--- config.mk ---
export PLATFORM = sky130hd
export DESIGN_NAME = multi_lane_neuron_core
export DESIGN_NICKNAME = d
export VERILOG_FILES = /design/src/rtl/multi_lane_neuron_core.sv
export SDC_FILE = /design/constraint.sdc
export NUM_CORES = 2
export LEC_CHECK = 0
export ABC_AREA = 1
export BUFFER_PORTS_ARGS = -buffer_cell sky130_fd_sc_hd__buf_4
export CAP_MARGIN = 20
export CORE_ASPECT_RATIO = 0.6
export CORE_UTILIZATION = 38
export DETAILED_ROUTE_END_ITERATION = 8
export MAX_ROUTING_LAYER = met4
export SYNTH_ARGS = -nofsm -noshare
export SYNTH_HDL_FRONTEND = slang
export SYNTH_SLANG_ARGS = --single-unit
--- constraint.sdc ---
create_clock -name clk -period 11.3 [get_ports clk]
set_input_delay 0.565 -clock clk [delete_from_list [all_inputs] [get_ports clk]]
set_output_delay 0.565 -clock clk [all_outputs]
set_load 0.05 [all_outputs]
--- src/rtl/multi_lane_neuron_core.sv ---
// NUM_LANES parallel neurons: signed MAC over a broadcast input stream, saturating
// rescale, then a run-time selected activation (identity / ReLU / PWL sigmoid).
module multi_lane_neuron_core #(
    parameter int DATA_WIDTH = 16,
    parameter int FRAC_BITS  = 8,
    parameter int NUM_LANES  = 4,
    parameter int ACC_WIDTH  = 40
) (
    input  logic                            clk,
    input  logic                            reset_b,
    input  logic                            start,
    input  logic [1:0]                      act_mode,
    input  logic                            term_valid,
    input  logic                            term_last,
    input  logic [DATA_WIDTH-1:0]           input_value,
    input  logic [NUM_LANES*DATA_WIDTH-1:0] weight_value,
    output logic                            term_ready,
    output logic                            busy,
    output logic                            result_valid,
    output logic [NUM_LANES*DATA_WIDTH-1:0] result,
    output logic [NUM_LANES-1:0]            overflow
);

    typedef enum logic [1:0] {S_IDLE, S_ACCUM, S_ACTIVATE, S_DONE} state_e;

    localparam logic signed [DATA_WIDTH-1:0] MINV = {1'b1, {(DATA_WIDTH-1){1'b0}}};
    localparam logic signed [DATA_WIDTH-1:0] MAXV = {1'b0, {(DATA_WIDTH-1){1'b1}}};
    // Sigmoid breakpoints and offsets expressed in the active fixed-point format
    localparam logic signed [DATA_WIDTH-1:0] ONE  = DATA_WIDTH'(2 ** FRAC_BITS);
    localparam logic signed [DATA_WIDTH-1:0] BRK5 = DATA_WIDTH'(5 * (2 ** FRAC_BITS));
    localparam logic signed [DATA_WIDTH-1:0] BRK2 = DATA_WIDTH'(19 * (2 ** (FRAC_BITS - 3)));
    localparam logic signed [DATA_WIDTH-1:0] OFS2 = DATA_WIDTH'(27 * (2 ** (FRAC_BITS - 5)));
    localparam logic signed [DATA_WIDTH-1:0] OFS1 = DATA_WIDTH'(5 * (2 ** (FRAC_BITS - 3)));
    localparam logic signed [DATA_WIDTH-1:0] OFS0 = DATA_WIDTH'(2 ** (FRAC_BITS - 1));

    state_e                          state_q, state_d;
    logic [1:0]                      mode_q, mode_d;
    logic [NUM_LANES*DATA_WIDTH-1:0] result_q, result_d, res_lane;
    logic [NUM_LANES-1:0]            overflow_q, overflow_d, ov_lane;
    logic                            start_ok, term_acc;

    function automatic logic signed [DATA_WIDTH-1:0] sigmoid(input logic signed [DATA_WIDTH-1:0] x);
        logic signed [DATA_WIDTH-1:0] a, f;
        if (x == MINV)      a = MAXV;
        else if (x < 0)     a = -x;
        else                a = x;
        if (a >= BRK5)      f = ONE;
        else if (a >= BRK2) f = (a >>> 5) + OFS2;
        else if (a >= ONE)  f = (a >>> 3) + OFS1;
        else                f = (a >>> 2) + OFS0;
        return x[DATA_WIDTH-1] ? ONE - f : f;
    endfunction

    assign start_ok = (state_q == S_IDLE) && start;
    assign term_acc = (state_q == S_ACCUM) && term_valid;

    always_ff @(posedge clk or negedge reset_b) begin
        if (!reset_b) state_q <= S_IDLE;
        else          state_q <= state_d;
    end

    always_comb begin
        state_d = state_q;
        case (state_q)
            S_IDLE:     if (start) state_d = S_ACCUM;
            S_ACCUM:    if (term_valid && term_last) state_d = S_ACTIVATE;
            S_ACTIVATE: state_d = S_DONE;
            default:    state_d = S_IDLE;
        endcase
    end

    always_comb begin
        term_ready   = (state_q == S_ACCUM);
        busy         = (state_q != S_IDLE);
        result_valid = (state_q == S_DONE);
    end

    for (genvar l = 0; l < NUM_LANES; l++) begin : g_lane
        logic signed [ACC_WIDTH-1:0]    acc_q, acc_d, shifted;
        logic signed [2*DATA_WIDTH-1:0] prod;
        logic signed [DATA_WIDTH-1:0]   x, act;
        logic                           sat;

        always_comb begin
            prod  = $signed(input_value) * $signed(weight_value[l*DATA_WIDTH +: DATA_WIDTH]);
            acc_d = acc_q;
            if (start_ok)      acc_d = '0;
            else if (term_acc) acc_d = acc_q + ACC_WIDTH'(prod);
            // Value fits when every bit above the result's sign bit matches it
            shifted = acc_q >>> FRAC_BITS;
            sat = !((&shifted[ACC_WIDTH-1:DATA_WIDTH-1]) || !(|shifted[ACC_WIDTH-1:DATA_WIDTH-1]));
            if (!sat)                    x = shifted[DATA_WIDTH-1:0];
            else if (shifted[ACC_WIDTH-1]) x = MINV;
            else                         x = MAXV;
            case (mode_q)
                2'b01:   act = x[DATA_WIDTH-1] ? '0 : x;
                2'b10:   act = sigmoid(x);
                default: act = x;
            endcase
        end

        always_ff @(posedge clk or negedge reset_b) begin
            if (!reset_b) acc_q <= '0;
            else          acc_q <= acc_d;
        end

        assign res_lane[l*DATA_WIDTH +: DATA_WIDTH] = act;
        assign ov_lane[l] = sat;
    end

    always_comb begin
        mode_d     = mode_q;
        result_d   = result_q;
        overflow_d = overflow_q;
        if (start_ok) mode_d = act_mode;
        if (state_q == S_ACTIVATE) begin
            result_d   = res_lane;
            overflow_d = ov_lane;
        end
    end

    always_ff @(posedge clk or negedge reset_b) begin
        if (!reset_b) begin
            mode_q     <= '0;
            result_q   <= '0;
            overflow_q <= '0;
        end else begin
            mode_q     <= mode_d;
            result_q   <= result_d;
            overflow_q <= overflow_d;
        end
    end

    assign result   = result_q;
    assign overflow = overflow_q;

endmodule

==> metrics <==
status=finished clean; Die Wd=541 um; Cell Area, Placed=69200 um^2; synth warn=0; CP max-delay cell=buf_4; leading area contributor after synthesis=fa_1; sequential share of the synthesized area=8.76%; Die Y=325 um; fmax=126 MHz; layout net count=10200; Slew HR=26.6%; # port buffers=157; most frequent cell after synthesis=inv_1; global-route wire length before repair=315000 um; clk buf depth=3; Tmin final=7.92 ns; clock sinks=232; GRT overflow=0; Synth area leaders=fa_1 40%, inv_1 12%, nand2_1 11%; Final Skew=0.0378 ns; # DRC=0; core box area=173000 um^2; Placed Cells=10600; drt pass-1 iters=8; Synth Register Bits=232; share of layout cells above drive strength 1=6.38%; RSZ-0062 raised after global routing=no; Setup crit end kind=flop; mean area per synthesized cell=7.89 um^2; clock root cell=clkbuf_16; syn_nets=10300; Antenna Violating Nets Remaining=0; EDFF count, synth=0; synth cell count leaders=2160 x inv_1, 1861 x nand2_1, 1320 x fa_1; Final setup viols=0; worst r2r path cells=28; Hold Crit Depth=3; hpwl dp=156000 um; CP required=11.87 ns; Hold Crit Class=input pin to flop; Max Cap Viol=0; Cell Rows=118; CP Max Fanout=43; arrival time worst endpoint=8.48 ns; IO Pins=158; largest net degree at the start of global routing=74; CTS hold repair buffers=1; Final Hold Fails=0; final instance area=70300 um^2; Initial Utilization=38.3%; Post-CTS Repair Setup Buffers=0; via count=52900; Unique masters post-synth=65; Syn Std Cell Area=66300 um^2; post-CTS resize count=0; Mapped Cells=8397; GPL Wtd Cong=0.938; ys flop type=dfrtp_1; fin. max-slew vios=0; initial DRC count=3884; DRT Wirelength=191000 um; Post-Layout Cell Count=10700; setup tns final=0 ns; CP max stage delay=0.57 ns; top-area cell type share of the netlist area=39.9%; CTS H-Tree Depth=1; async set-or-reset flop fraction in the synthesized netlist=100%; die area=176000 um^2; Worst Setup Start Kind=input pin; initial antenna violation count=5; via density per instance=4.96; Synth-to-Final Area Change=6.12%; vias in the first global route=56300; CTS tree=yes; clock buffer count from CTS=31; gr usage total=23.2%; clock slew at reported path FFs=0.08 ns; WS Path Type=input pin to flop; final period utilization=70.1%; worst-margin pin slew=1.10 ns; drt wl/cell=18.0 um; Skew-Pair Late Insertion Delay=0.67 ns
[metal layers]
| metal | track usage (%) | wire [um] | vias up |
|---|---|---|---|
| li1 | - | - | 24500 |
| met1 | 32.3 | 88000 | 26500 |
| met2 | 36.1 | 86300 | 1657 |
| met3 | 2.61 | 11900 | 228 |
| met4 | 5.89 | 5240 | 0 |
| met5 | - | 0 | - |
[cell families after synthesis]
logic type,count (synthesis),share of synthesized area [%]
AO/OA/AOI/OAI,784,6.70
AND/OR/NAND/NOR,2909,19.0
XOR/XNOR,100,1.32
buffers and inverters,2550,14.8
flip-flops,232,8.76
adder cells (fa/ha/maj),1822,49.4
[state kept, by name, summed over array words and instances (netlist names)]
register,cells
g_lane.acc_q,160
mode_q,2
overflow,4
result,64
state_q,2
[worst paths after layout]
kind | startpoint | slack, ns | end
max | input_value[4] | 3.38 | g_lane[2].acc_q[37]$_DFFE_PN0P_
min | act_mode[0] | 0.15 | mode_q[0]$_DFFE_PN0P_
max reg2reg | g_lane[2].acc_q[3]$_DFFE_PN0P_ | 4.19 | g_lane[2].acc_q[37]$_DFFE_PN0P_
min reg2reg | result[30]$_DFFE_PN0P_ | 0.49 | result[30]$_DFFE_PN0P_
max in group asynchronous | reset_b | 8.75 | result[17]$_DFFE_PN0P_
min in group asynchronous | reset_b | 0.46 | g_lane[2].acc_q[2]$_DFFE_PN0P_
[layout by cell type (no fill, tap or decap), types with 40 or more instances in the layout]
master / count
a21oi_1: 366
buf_4: 200
dfrtp_1: 232
fa_1: 1320
ha_1: 501
inv_1: 2159
inv_2: 42
nand2_1: 1859
nand2_2: 84
nand3_1: 277
nand4_1: 59
nor2_1: 426
o21ai_0: 227
o31ai_1: 42
xnor2_1: 40
xor2_1: 60
[critical path: cells and delay by family]
kind | cells | cell delay [ns]
and+or+nand+nor | 7 | 0.98
adders and majority gates | 7 | 3.05
AOI/OAI and AO/OA | 9 | 2.45
buffers and inverters | 7 | 1.38
[metrics by stage]
step	hold WS (ns)	setup WS [ns]	util [%]
after floorplan	0.269	4.37	-
after global placement	0.477	2.99	40.0
after detailed placement	0.480	2.90	40.0
after CTS	0.112	3.60	40.7
after global routing	0.139	3.03	40.7
final	0.147	3.38	40.7
[cell type report]
cell class | count | area, um^2
Antenna cell | 4 | 10.0
Clock buffer | 41 | 893
Tap cell | 2340 | 2930
Clock inverter | 17 | 188
Timing Repair Buffer | 203 | 1530
Sequential cell | 232 | 5810
Fill cell | 17600 | 103000
Multi-Input combinational cell | 5615 | 50700
Inverter | 2211 | 8310
Power is left out: the tool's default activity adds up to more than one toggle a clock period on the data nets, which glitch-free logic cannot reach.
